==> src/rtl/sdram_arbiter_if.sv <==
// Signal bundle between sdram_arbiter, its two clients and the SDRAM controller command port.
// The arbiter connects through the slave modport; clients and the controller use the master view.
interface sdram_arbiter_if #(
    parameter int ADDR_W = 12,
    parameter int DATA_W = 16
);
    logic              c0_req;
    logic              c1_req;
    logic              c0_we;
    logic              c1_we;
    logic [ADDR_W-1:0] c0_addr;
    logic [ADDR_W-1:0] c1_addr;
    logic [DATA_W-1:0] c0_wdata;
    logic [DATA_W-1:0] c1_wdata;
    logic              c0_ack;
    logic              c1_ack;
    logic              c0_rvalid;
    logic              c1_rvalid;
    logic              c0_err;
    logic              c1_err;
    logic [DATA_W-1:0] rdata;

    logic              mem_busy;
    logic              mem_WrReq;
    logic              mem_RdReq;
    logic              mem_WrGnt;
    logic              mem_RdGnt;
    logic [ADDR_W-1:0] mem_WrAddr;
    logic [ADDR_W-1:0] mem_RdAddr;
    logic [DATA_W-1:0] mem_WrData;
    logic [DATA_W-1:0] mem_RdData;
    logic              mem_RdDataValid;

    modport slave (
        input  c0_req, c1_req, c0_we, c1_we, c0_addr, c1_addr, c0_wdata, c1_wdata,
        output c0_ack, c1_ack, c0_rvalid, c1_rvalid, c0_err, c1_err, rdata,
        input  mem_busy, mem_WrGnt, mem_RdGnt, mem_RdData, mem_RdDataValid,
        output mem_WrReq, mem_RdReq, mem_WrAddr, mem_RdAddr, mem_WrData
    );

    modport master (
        output c0_req, c1_req, c0_we, c1_we, c0_addr, c1_addr, c0_wdata, c1_wdata,
        input  c0_ack, c1_ack, c0_rvalid, c1_rvalid, c0_err, c1_err, rdata,
        output mem_busy, mem_WrGnt, mem_RdGnt, mem_RdData, mem_RdDataValid,
        input  mem_WrReq, mem_RdReq, mem_WrAddr, mem_RdAddr, mem_WrData
    );
endinterface

==> src/rtl/sdram_arbiter.sv <==
// Round-robin arbiter sharing one SDRAM controller command port between a CPU client (0)
// and a display-fetch client (1); one transaction in flight, each guarded by a timeout.
module sdram_arbiter #(
    parameter int ADDR_W  = 12,
    parameter int DATA_W  = 16,
    parameter int TIMEOUT = 64
) (
    input  logic           clk,
    input  logic           notRst,
    sdram_arbiter_if.slave bus
);
    typedef enum logic [1:0] {
        IDLE    = 2'd0,
        ISSUE   = 2'd1,
        WAIT_WR = 2'd2,
        WAIT_RD = 2'd3
    } state_t;

    localparam logic [7:0] TIMER_LAST = 8'(TIMEOUT - 1);

    state_t            state_q, state_d;
    logic              owner_q, owner_d;
    logic              we_q, we_d;
    logic              last_q, last_d;
    logic [7:0]        timer_q, timer_d;
    logic              busy_seen_q, busy_seen_d;
    logic              rdv_prev_q, rdv_prev_d;
    logic              c0_ack_q, c0_ack_d;
    logic              c1_ack_q, c1_ack_d;
    logic              c0_rvalid_q, c0_rvalid_d;
    logic              c1_rvalid_q, c1_rvalid_d;
    logic              c0_err_q, c0_err_d;
    logic              c1_err_q, c1_err_d;
    logic [DATA_W-1:0] rdata_q, rdata_d;
    logic              wr_req_q, wr_req_d;
    logic              rd_req_q, rd_req_d;
    logic [ADDR_W-1:0] wr_addr_q, wr_addr_d;
    logic [ADDR_W-1:0] rd_addr_q, rd_addr_d;
    logic [DATA_W-1:0] wr_data_q, wr_data_d;

    logic              any_req_s;
    logic              win_s;
    logic              win_we_s;
    logic [ADDR_W-1:0] win_addr_s;
    logic [DATA_W-1:0] win_wdata_s;
    logic              abort_s;

    // Winner selection: a lone requester wins, a tie goes to the client not served last.
    always_comb begin
        any_req_s = bus.c0_req | bus.c1_req;
        if (bus.c0_req && bus.c1_req) begin
            win_s = ~last_q;
        end else begin
            win_s = bus.c1_req;
        end
        win_we_s    = win_s ? bus.c1_we    : bus.c0_we;
        win_addr_s  = win_s ? bus.c1_addr  : bus.c0_addr;
        win_wdata_s = win_s ? bus.c1_wdata : bus.c0_wdata;
    end

    // Next-state and next-output computation for the transaction FSM.
    always_comb begin
        state_d     = state_q;
        owner_d     = owner_q;
        we_d        = we_q;
        last_d      = last_q;
        timer_d     = timer_q;
        busy_seen_d = busy_seen_q;
        rdv_prev_d  = bus.mem_RdDataValid;
        c0_ack_d    = 1'b0;
        c1_ack_d    = 1'b0;
        c0_rvalid_d = 1'b0;
        c1_rvalid_d = 1'b0;
        c0_err_d    = 1'b0;
        c1_err_d    = 1'b0;
        rdata_d     = rdata_q;
        wr_req_d    = wr_req_q;
        rd_req_d    = rd_req_q;
        wr_addr_d   = wr_addr_q;
        rd_addr_d   = rd_addr_q;
        wr_data_d   = wr_data_q;
        abort_s     = 1'b0;

        case (state_q)
            IDLE: begin
                timer_d = 8'd0;
                if (any_req_s && !bus.mem_busy) begin
                    owner_d   = win_s;
                    last_d    = win_s;
                    we_d      = win_we_s;
                    wr_addr_d = win_addr_s;
                    rd_addr_d = win_addr_s;
                    wr_data_d = win_wdata_s;
                    wr_req_d  = win_we_s;
                    rd_req_d  = ~win_we_s;
                    c0_ack_d  = ~win_s;
                    c1_ack_d  = win_s;
                    state_d   = ISSUE;
                end else begin
                    state_d = IDLE;
                end
            end
            ISSUE: begin
                // A grant on the timeout edge still counts: it is checked first.
                if ((we_q && bus.mem_WrGnt) || (!we_q && bus.mem_RdGnt)) begin
                    wr_req_d    = 1'b0;
                    rd_req_d    = 1'b0;
                    timer_d     = 8'd0;
                    busy_seen_d = 1'b0;
                    state_d     = we_q ? WAIT_WR : WAIT_RD;
                end else if (timer_q == TIMER_LAST) begin
                    abort_s = 1'b1;
                end else begin
                    timer_d = timer_q + 8'd1;
                end
            end
            WAIT_WR: begin
                if (busy_seen_q && !bus.mem_busy) begin
                    timer_d = 8'd0;
                    state_d = IDLE;
                end else if (timer_q == TIMER_LAST) begin
                    abort_s = 1'b1;
                end else begin
                    timer_d     = timer_q + 8'd1;
                    busy_seen_d = busy_seen_q | bus.mem_busy;
                end
            end
            WAIT_RD: begin
                // Valid may be left high by the controller, so only a rising edge completes.
                if (!rdv_prev_q && bus.mem_RdDataValid) begin
                    rdata_d     = bus.mem_RdData;
                    c0_rvalid_d = ~owner_q;
                    c1_rvalid_d = owner_q;
                    timer_d     = 8'd0;
                    state_d     = IDLE;
                end else if (timer_q == TIMER_LAST) begin
                    abort_s = 1'b1;
                end else begin
                    timer_d = timer_q + 8'd1;
                end
            end
            default: begin
                state_d = IDLE;
            end
        endcase

        if (abort_s) begin
            wr_req_d = 1'b0;
            rd_req_d = 1'b0;
            c0_err_d = ~owner_q;
            c1_err_d = owner_q;
            timer_d  = 8'd0;
            state_d  = IDLE;
        end else begin
            c0_err_d = 1'b0;
            c1_err_d = 1'b0;
        end
    end

    // State and registered outputs, with synchronous active-low reset.
    always_ff @(posedge clk) begin
        if (!notRst) begin
            state_q     <= IDLE;
            owner_q     <= 1'b0;
            we_q        <= 1'b0;
            last_q      <= 1'b1;
            timer_q     <= 8'd0;
            busy_seen_q <= 1'b0;
            rdv_prev_q  <= 1'b0;
            c0_ack_q    <= 1'b0;
            c1_ack_q    <= 1'b0;
            c0_rvalid_q <= 1'b0;
            c1_rvalid_q <= 1'b0;
            c0_err_q    <= 1'b0;
            c1_err_q    <= 1'b0;
            rdata_q     <= {DATA_W{1'b0}};
            wr_req_q    <= 1'b0;
            rd_req_q    <= 1'b0;
            wr_addr_q   <= {ADDR_W{1'b0}};
            rd_addr_q   <= {ADDR_W{1'b0}};
            wr_data_q   <= {DATA_W{1'b0}};
        end else begin
            state_q     <= state_d;
            owner_q     <= owner_d;
            we_q        <= we_d;
            last_q      <= last_d;
            timer_q     <= timer_d;
            busy_seen_q <= busy_seen_d;
            rdv_prev_q  <= rdv_prev_d;
            c0_ack_q    <= c0_ack_d;
            c1_ack_q    <= c1_ack_d;
            c0_rvalid_q <= c0_rvalid_d;
            c1_rvalid_q <= c1_rvalid_d;
            c0_err_q    <= c0_err_d;
            c1_err_q    <= c1_err_d;
            rdata_q     <= rdata_d;
            wr_req_q    <= wr_req_d;
            rd_req_q    <= rd_req_d;
            wr_addr_q   <= wr_addr_d;
            rd_addr_q   <= rd_addr_d;
            wr_data_q   <= wr_data_d;
        end
    end

    assign bus.c0_ack     = c0_ack_q;
    assign bus.c1_ack     = c1_ack_q;
    assign bus.c0_rvalid  = c0_rvalid_q;
    assign bus.c1_rvalid  = c1_rvalid_q;
    assign bus.c0_err     = c0_err_q;
    assign bus.c1_err     = c1_err_q;
    assign bus.rdata      = rdata_q;
    assign bus.mem_WrReq  = wr_req_q;
    assign bus.mem_RdReq  = rd_req_q;
    assign bus.mem_WrAddr = wr_addr_q;
    assign bus.mem_RdAddr = rd_addr_q;
    assign bus.mem_WrData = wr_data_q;
endmodule

==> src/flat_wrapper.sv <==
// flat-port wrapper written by rule: the top's interface ports become plain ports
module sdram_arbiter_flat 
#(
    parameter int ADDR_W  = 12,
    parameter int DATA_W  = 16,
    parameter int TIMEOUT = 64
)
  (clk, notRst, bus_c0_req, bus_c1_req, bus_c0_we, bus_c1_we, bus_c0_addr, bus_c1_addr, bus_c0_wdata, bus_c1_wdata, bus_c0_ack, bus_c1_ack, bus_c0_rvalid, bus_c1_rvalid, bus_c0_err, bus_c1_err, bus_rdata, bus_mem_busy, bus_mem_WrGnt, bus_mem_RdGnt, bus_mem_RdData, bus_mem_RdDataValid, bus_mem_WrReq, bus_mem_RdReq, bus_mem_WrAddr, bus_mem_RdAddr, bus_mem_WrData);
  sdram_arbiter_if #(.ADDR_W(ADDR_W), .DATA_W(DATA_W)) bus_i ();
  input  logic clk;
  input  logic notRst;
  input wire logic [$bits(bus_i.c0_req)-1:0] bus_c0_req;
  input wire logic [$bits(bus_i.c1_req)-1:0] bus_c1_req;
  input wire logic [$bits(bus_i.c0_we)-1:0] bus_c0_we;
  input wire logic [$bits(bus_i.c1_we)-1:0] bus_c1_we;
  input wire logic [$bits(bus_i.c0_addr)-1:0] bus_c0_addr;
  input wire logic [$bits(bus_i.c1_addr)-1:0] bus_c1_addr;
  input wire logic [$bits(bus_i.c0_wdata)-1:0] bus_c0_wdata;
  input wire logic [$bits(bus_i.c1_wdata)-1:0] bus_c1_wdata;
  output wire logic [$bits(bus_i.c0_ack)-1:0] bus_c0_ack;
  output wire logic [$bits(bus_i.c1_ack)-1:0] bus_c1_ack;
  output wire logic [$bits(bus_i.c0_rvalid)-1:0] bus_c0_rvalid;
  output wire logic [$bits(bus_i.c1_rvalid)-1:0] bus_c1_rvalid;
  output wire logic [$bits(bus_i.c0_err)-1:0] bus_c0_err;
  output wire logic [$bits(bus_i.c1_err)-1:0] bus_c1_err;
  output wire logic [$bits(bus_i.rdata)-1:0] bus_rdata;
  input wire logic [$bits(bus_i.mem_busy)-1:0] bus_mem_busy;
  input wire logic [$bits(bus_i.mem_WrGnt)-1:0] bus_mem_WrGnt;
  input wire logic [$bits(bus_i.mem_RdGnt)-1:0] bus_mem_RdGnt;
  input wire logic [$bits(bus_i.mem_RdData)-1:0] bus_mem_RdData;
  input wire logic [$bits(bus_i.mem_RdDataValid)-1:0] bus_mem_RdDataValid;
  output wire logic [$bits(bus_i.mem_WrReq)-1:0] bus_mem_WrReq;
  output wire logic [$bits(bus_i.mem_RdReq)-1:0] bus_mem_RdReq;
  output wire logic [$bits(bus_i.mem_WrAddr)-1:0] bus_mem_WrAddr;
  output wire logic [$bits(bus_i.mem_RdAddr)-1:0] bus_mem_RdAddr;
  output wire logic [$bits(bus_i.mem_WrData)-1:0] bus_mem_WrData;
  assign bus_i.c0_req = bus_c0_req;
  assign bus_i.c1_req = bus_c1_req;
  assign bus_i.c0_we = bus_c0_we;
  assign bus_i.c1_we = bus_c1_we;
  assign bus_i.c0_addr = bus_c0_addr;
  assign bus_i.c1_addr = bus_c1_addr;
  assign bus_i.c0_wdata = bus_c0_wdata;
  assign bus_i.c1_wdata = bus_c1_wdata;
  assign bus_c0_ack = bus_i.c0_ack;
  assign bus_c1_ack = bus_i.c1_ack;
  assign bus_c0_rvalid = bus_i.c0_rvalid;
  assign bus_c1_rvalid = bus_i.c1_rvalid;
  assign bus_c0_err = bus_i.c0_err;
  assign bus_c1_err = bus_i.c1_err;
  assign bus_rdata = bus_i.rdata;
  assign bus_i.mem_busy = bus_mem_busy;
  assign bus_i.mem_WrGnt = bus_mem_WrGnt;
  assign bus_i.mem_RdGnt = bus_mem_RdGnt;
  assign bus_i.mem_RdData = bus_mem_RdData;
  assign bus_i.mem_RdDataValid = bus_mem_RdDataValid;
  assign bus_mem_WrReq = bus_i.mem_WrReq;
  assign bus_mem_RdReq = bus_i.mem_RdReq;
  assign bus_mem_WrAddr = bus_i.mem_WrAddr;
  assign bus_mem_RdAddr = bus_i.mem_RdAddr;
  assign bus_mem_WrData = bus_i.mem_WrData;
  sdram_arbiter #(.ADDR_W(ADDR_W), .DATA_W(DATA_W), .TIMEOUT(TIMEOUT)) u_core (.clk(clk), .notRst(notRst), .bus(bus_i));
endmodule
==> config.mk <==
export PLATFORM = sky130hd
export DESIGN_NAME = sdram_arbiter_flat
export DESIGN_NICKNAME = d
export VERILOG_FILES = /design/src/rtl/sdram_arbiter_if.sv /design/src/rtl/sdram_arbiter.sv /design/src/flat_wrapper.sv
export SDC_FILE = /design/constraint.sdc
export NUM_CORES = 1
export LEC_CHECK = 0
export ABC_AREA = 0
export BUFFER_PORTS_ARGS = -buffer_cell sky130_fd_sc_hd__buf_2
export CAP_MARGIN = 20
export CORE_UTILIZATION = 30
export CTS_CLUSTER_DIAMETER = 150
export DETAILED_ROUTE_END_ITERATION = 12
export SETUP_SLACK_MARGIN = 0.4
export SKIP_LAST_GASP = 1
export SYNTH_ARGS = -nofsm -noshare
export SYNTH_HDL_FRONTEND = slang
export SYNTH_SLANG_ARGS = --single-unit
==> constraint.sdc <==
create_clock -name clk -period 3.45 [get_ports clk]
set_clock_uncertainty 0.05 [all_clocks]
set_input_delay 0.1725 -clock clk [delete_from_list [all_inputs] [get_ports clk]]
set_output_delay 0.1725 -clock clk [all_outputs]
set_load 0.005 [all_outputs]
==> flow_summary_export.csv <==
group,metric,value,unit
critical_path,crit_required,3.62,ns
detailed_routing,routedWlPerCell,12.41,µm
clocking,cts_resized,0,
clocking,htreeDepth,3,
critical_path,cp-start-kind,"register",
sta,tightest_slew,0.7218,ns
sta,fmax,0.5279,GHz
global_route,grt_pass1_wl,10530,µm
sta,rsz0062_at_grt,"no",
synthesis,ys_types,35,
min_path,holdCritStartpoint,"bus_mem_RdData[11]",
synthesis,synth_top_cell_area_share,0.4575,
floorplan,core-area,9371,µm²
detailed_routing,detail-route-antenna-nets,0,
power,power.density,452.6,nW/µm²
floorplan,die_h,100.9,µm
critical_path,r2r-start,"u_core.state_q[0]",
detailed_routing,firstDrtPassIters,4,
synthesis,ys_ff_latch,67,
critical_path,cp_max_fo,61,
synthesis,syn-num-nets,386,
global_route,grt_pass1_vias,2338,
global_route,antenna_found_initial,0,
floorplan,pin_count,146,
clocking,clkSinkCount,67,
clocking,insertion_delay,0.33,ns
synthesis,async_flop_share,0,
placement,gp_congestion,0.6845,
clocking,postCtsSetupBuffers,0,
layout,drive_above_1_share,0.4554,
sta,slew-limit-headroom,0.5188,
power,ir_drop,0.1827,mV
clocking,cts.root.buffer_cell,"clkbuf_8",
synthesis,synth_top_cell_by_area,"dfxtp_1",
placement,placed_area,3654,µm²
synthesis,yosysMostFrequentCell,"dfxtp_1",
detailed_routing,drtIter0Drc,68,
layout,antenna_cells,0,
detailed_routing,drc_errors,0,
critical_path,startpoint,"u_core.state_q[0]",
synthesis,avgSynthCellArea,9.675,µm²
synthesis,yosysSeqAreaShare,0.4575,
clocking,clock_path_buffers,2,
synthesis,synth_edf_count,0,
critical_path,rr_worst_depth,4,
synthesis,synthCells,303,
detailed_routing,wirelength,7026,µm
power,leakagePower,1.703,nW
global_route,grt_max_degree,62,
detailed_routing,via_per_inst,4.477,
min_path,holdPathEnd,"u_core.bus.rdata[11]",
power,power,1.740,mW
critical_path,crit_arrival,2.06,ns
outcome,outcome,"completed",
floorplan,fp.dieW,100.9,µm
placement,port_buffers,145,
layout,syn_to_final_growth,31.11,%
min_path,hold_depth,3,
clocking,cts-buffers-inserted,9,
synthesis,synth_area_leaders,"dfxtp_1, a211oi_2, mux2i_1, nor2_1, nand2_1",
sta,finalMaxSlewViolations,0,
synthesis,synth_top_flop_cell,"dfxtp_1",
global_route,grt.total_usage,0.1342,
global_route,grt-ovfl-total,0,
critical_path,r2r_slack,1.56,ns
synthesis,synth_common_cells,"dfxtp_1, nor2_1, nand2_1",
min_path,hold_class,"in2reg",
sta,hold_viol_final,0,
sta,period_share,0.5491,
floorplan,initial_utilization,0.3128,
critical_path,r2r-end,"u_core.bus.mem_RdReq",
critical_path,critical_path_class,"reg2reg",
clocking,cts_tree,"yes",
layout,nets,515,
sta,fin_tns_setup,0,ns
synthesis,synth_warnings,0,
layout,final_area,3844,µm²
sta,setup_violations,0,
detailed_routing,vias,2534,
floorplan,rows,35,
synthesis,syn-cell-area,2932,µm²
critical_path,crit_path_end_kind,"register",
floorplan,die_area,10170,µm²
clocking,path_clk_slew,0.07,ns
sta,fin_crit,1.894,ns
placement,hpwl,5162,µm
run,maxCapViolations,0,
## worst max-delay path, stage by stage, from the launching register on
cell,delay [ns]
dfxtp_1,0.40
nor4_4,0.30
buf_4,0.62
a21oi_2,0.04
a2111oi_1,0.36
## stage by stage
step | hold slack [ns] | worst slack (ns) | utilization | instances
2_1_floorplan | 0.1943 | 1.964 | - | 303
3_3_place_gp | 0.3386 | 1.607 | 0.3877 | 548
3_5_place_dp | 0.3462 | 1.503 | 0.3899 | 549
4_1_cts | 0.009213 | 1.514 | 0.4101 | 566
5_1_grt | 0.02104 | 1.301 | 0.4101 | 566
6_report | 0.02358 | 1.556 | 0.4101 | 566
## area by class of cell
type                            count  area [µm²]
Sequential cell                    67        1341
Clock inverter                      4       25.02
Fill cell                         970        5528
Clock buffer                       12       155.1
Tap cell                          129       161.4
Inverter                            5       18.77
Multi-Input combinational cell    200        1371
Timing Repair Buffer              149       770.7
## layout by cell type (no fill, tap or decap), types with 2 or more instances in the layout
master / instances
a211oi_2: 29
xor2_1: 4
mux2i_1: 28
clkinv_2: 2
buf_4: 2
nor3_1: 5
nand2_1: 40
buf_2: 145
nor3b_1: 2
mux2_2: 2
xnor2_1: 2
clkinvlp_4: 2
nand3_1: 9
nor2_1: 41
clkbuf_8: 11
inv_1: 4
dfxtp_1: 67
and3_1: 4
a21oi_1: 18
## routing by layer
metal / part of all wire / track usage / up-vias / wire [µm]
met3: 0.089 / 0.03606 / 8 / 628
met5: 0.00085 / 0 / - / 6
met2: 0.46 / 0.2329 / 100 / 3252
li1: - / - / 1293 / -
met1: 0.43 / 0.1496 / 1131 / 3019
met4: 0.017 / 0.07246 / 2 / 120
## registers in the layout, indices dropped and copies added (netlist names)
signal                 cells
u_core.bus.c1_ack          1
u_core.bus.c1_err          1
u_core.bus.c1_rvalid       1
u_core.bus.c0_ack          1
u_core.bus.c0_err          1
u_core.bus.mem_WrData     16
u_core.timer_q             8
u_core.busy_seen_q         1
u_core.bus.rdata          16
u_core.bus.mem_WrReq       1
u_core.state_q             2
u_core.we_q                1
u_core.bus.mem_RdReq       1
u_core.owner_q             1
u_core.rdv_prev_q          1
u_core.bus.mem_WrAddr     12
u_core.last_q              1
u_core.bus.c0_rvalid       1
## worst max path at each step
stage	endpoint	slack (ns)	cells after the start
6_report	u_core.bus.mem_RdReq	1.56	4
4_1_cts	u_core.bus.mem_RdReq	1.51	4
3_3_place_gp	u_core.bus.mem_RdReq	1.61	4
2_1_floorplan	u_core.bus.mem_WrAddr[10]	1.96	4
3_5_place_dp	u_core.bus.mem_RdReq	1.50	4
5_1_grt	u_core.bus.mem_RdReq	1.30	4
## report_power, final
part	internal, mW	switching [mW]	leakage, nW
sequential	0.819	0.0301	0.547
clock	0.298	0.296	0.0884
combinational	0.144	0.153	1.07
total	1.26	0.479	1.70
## what timing repair did
item | CTS | global route
setup endpoints to repair | 0 | 0
hold endpoints to repair | 1 | 0
hold buffers | 1 | 0
## cell families after synthesis
group,synth area share
buffers and inverters,0.07725
AND/OR/NAND/NOR,0.1596
flip-flops,0.4575
AO/OA/AOI/OAI,0.1801
XOR/XNOR,0.01793
multiplexers,0.1033
adder cells (fa/ha/maj),0.004267
No activity file was read; power rests on OpenSTA's default activity.
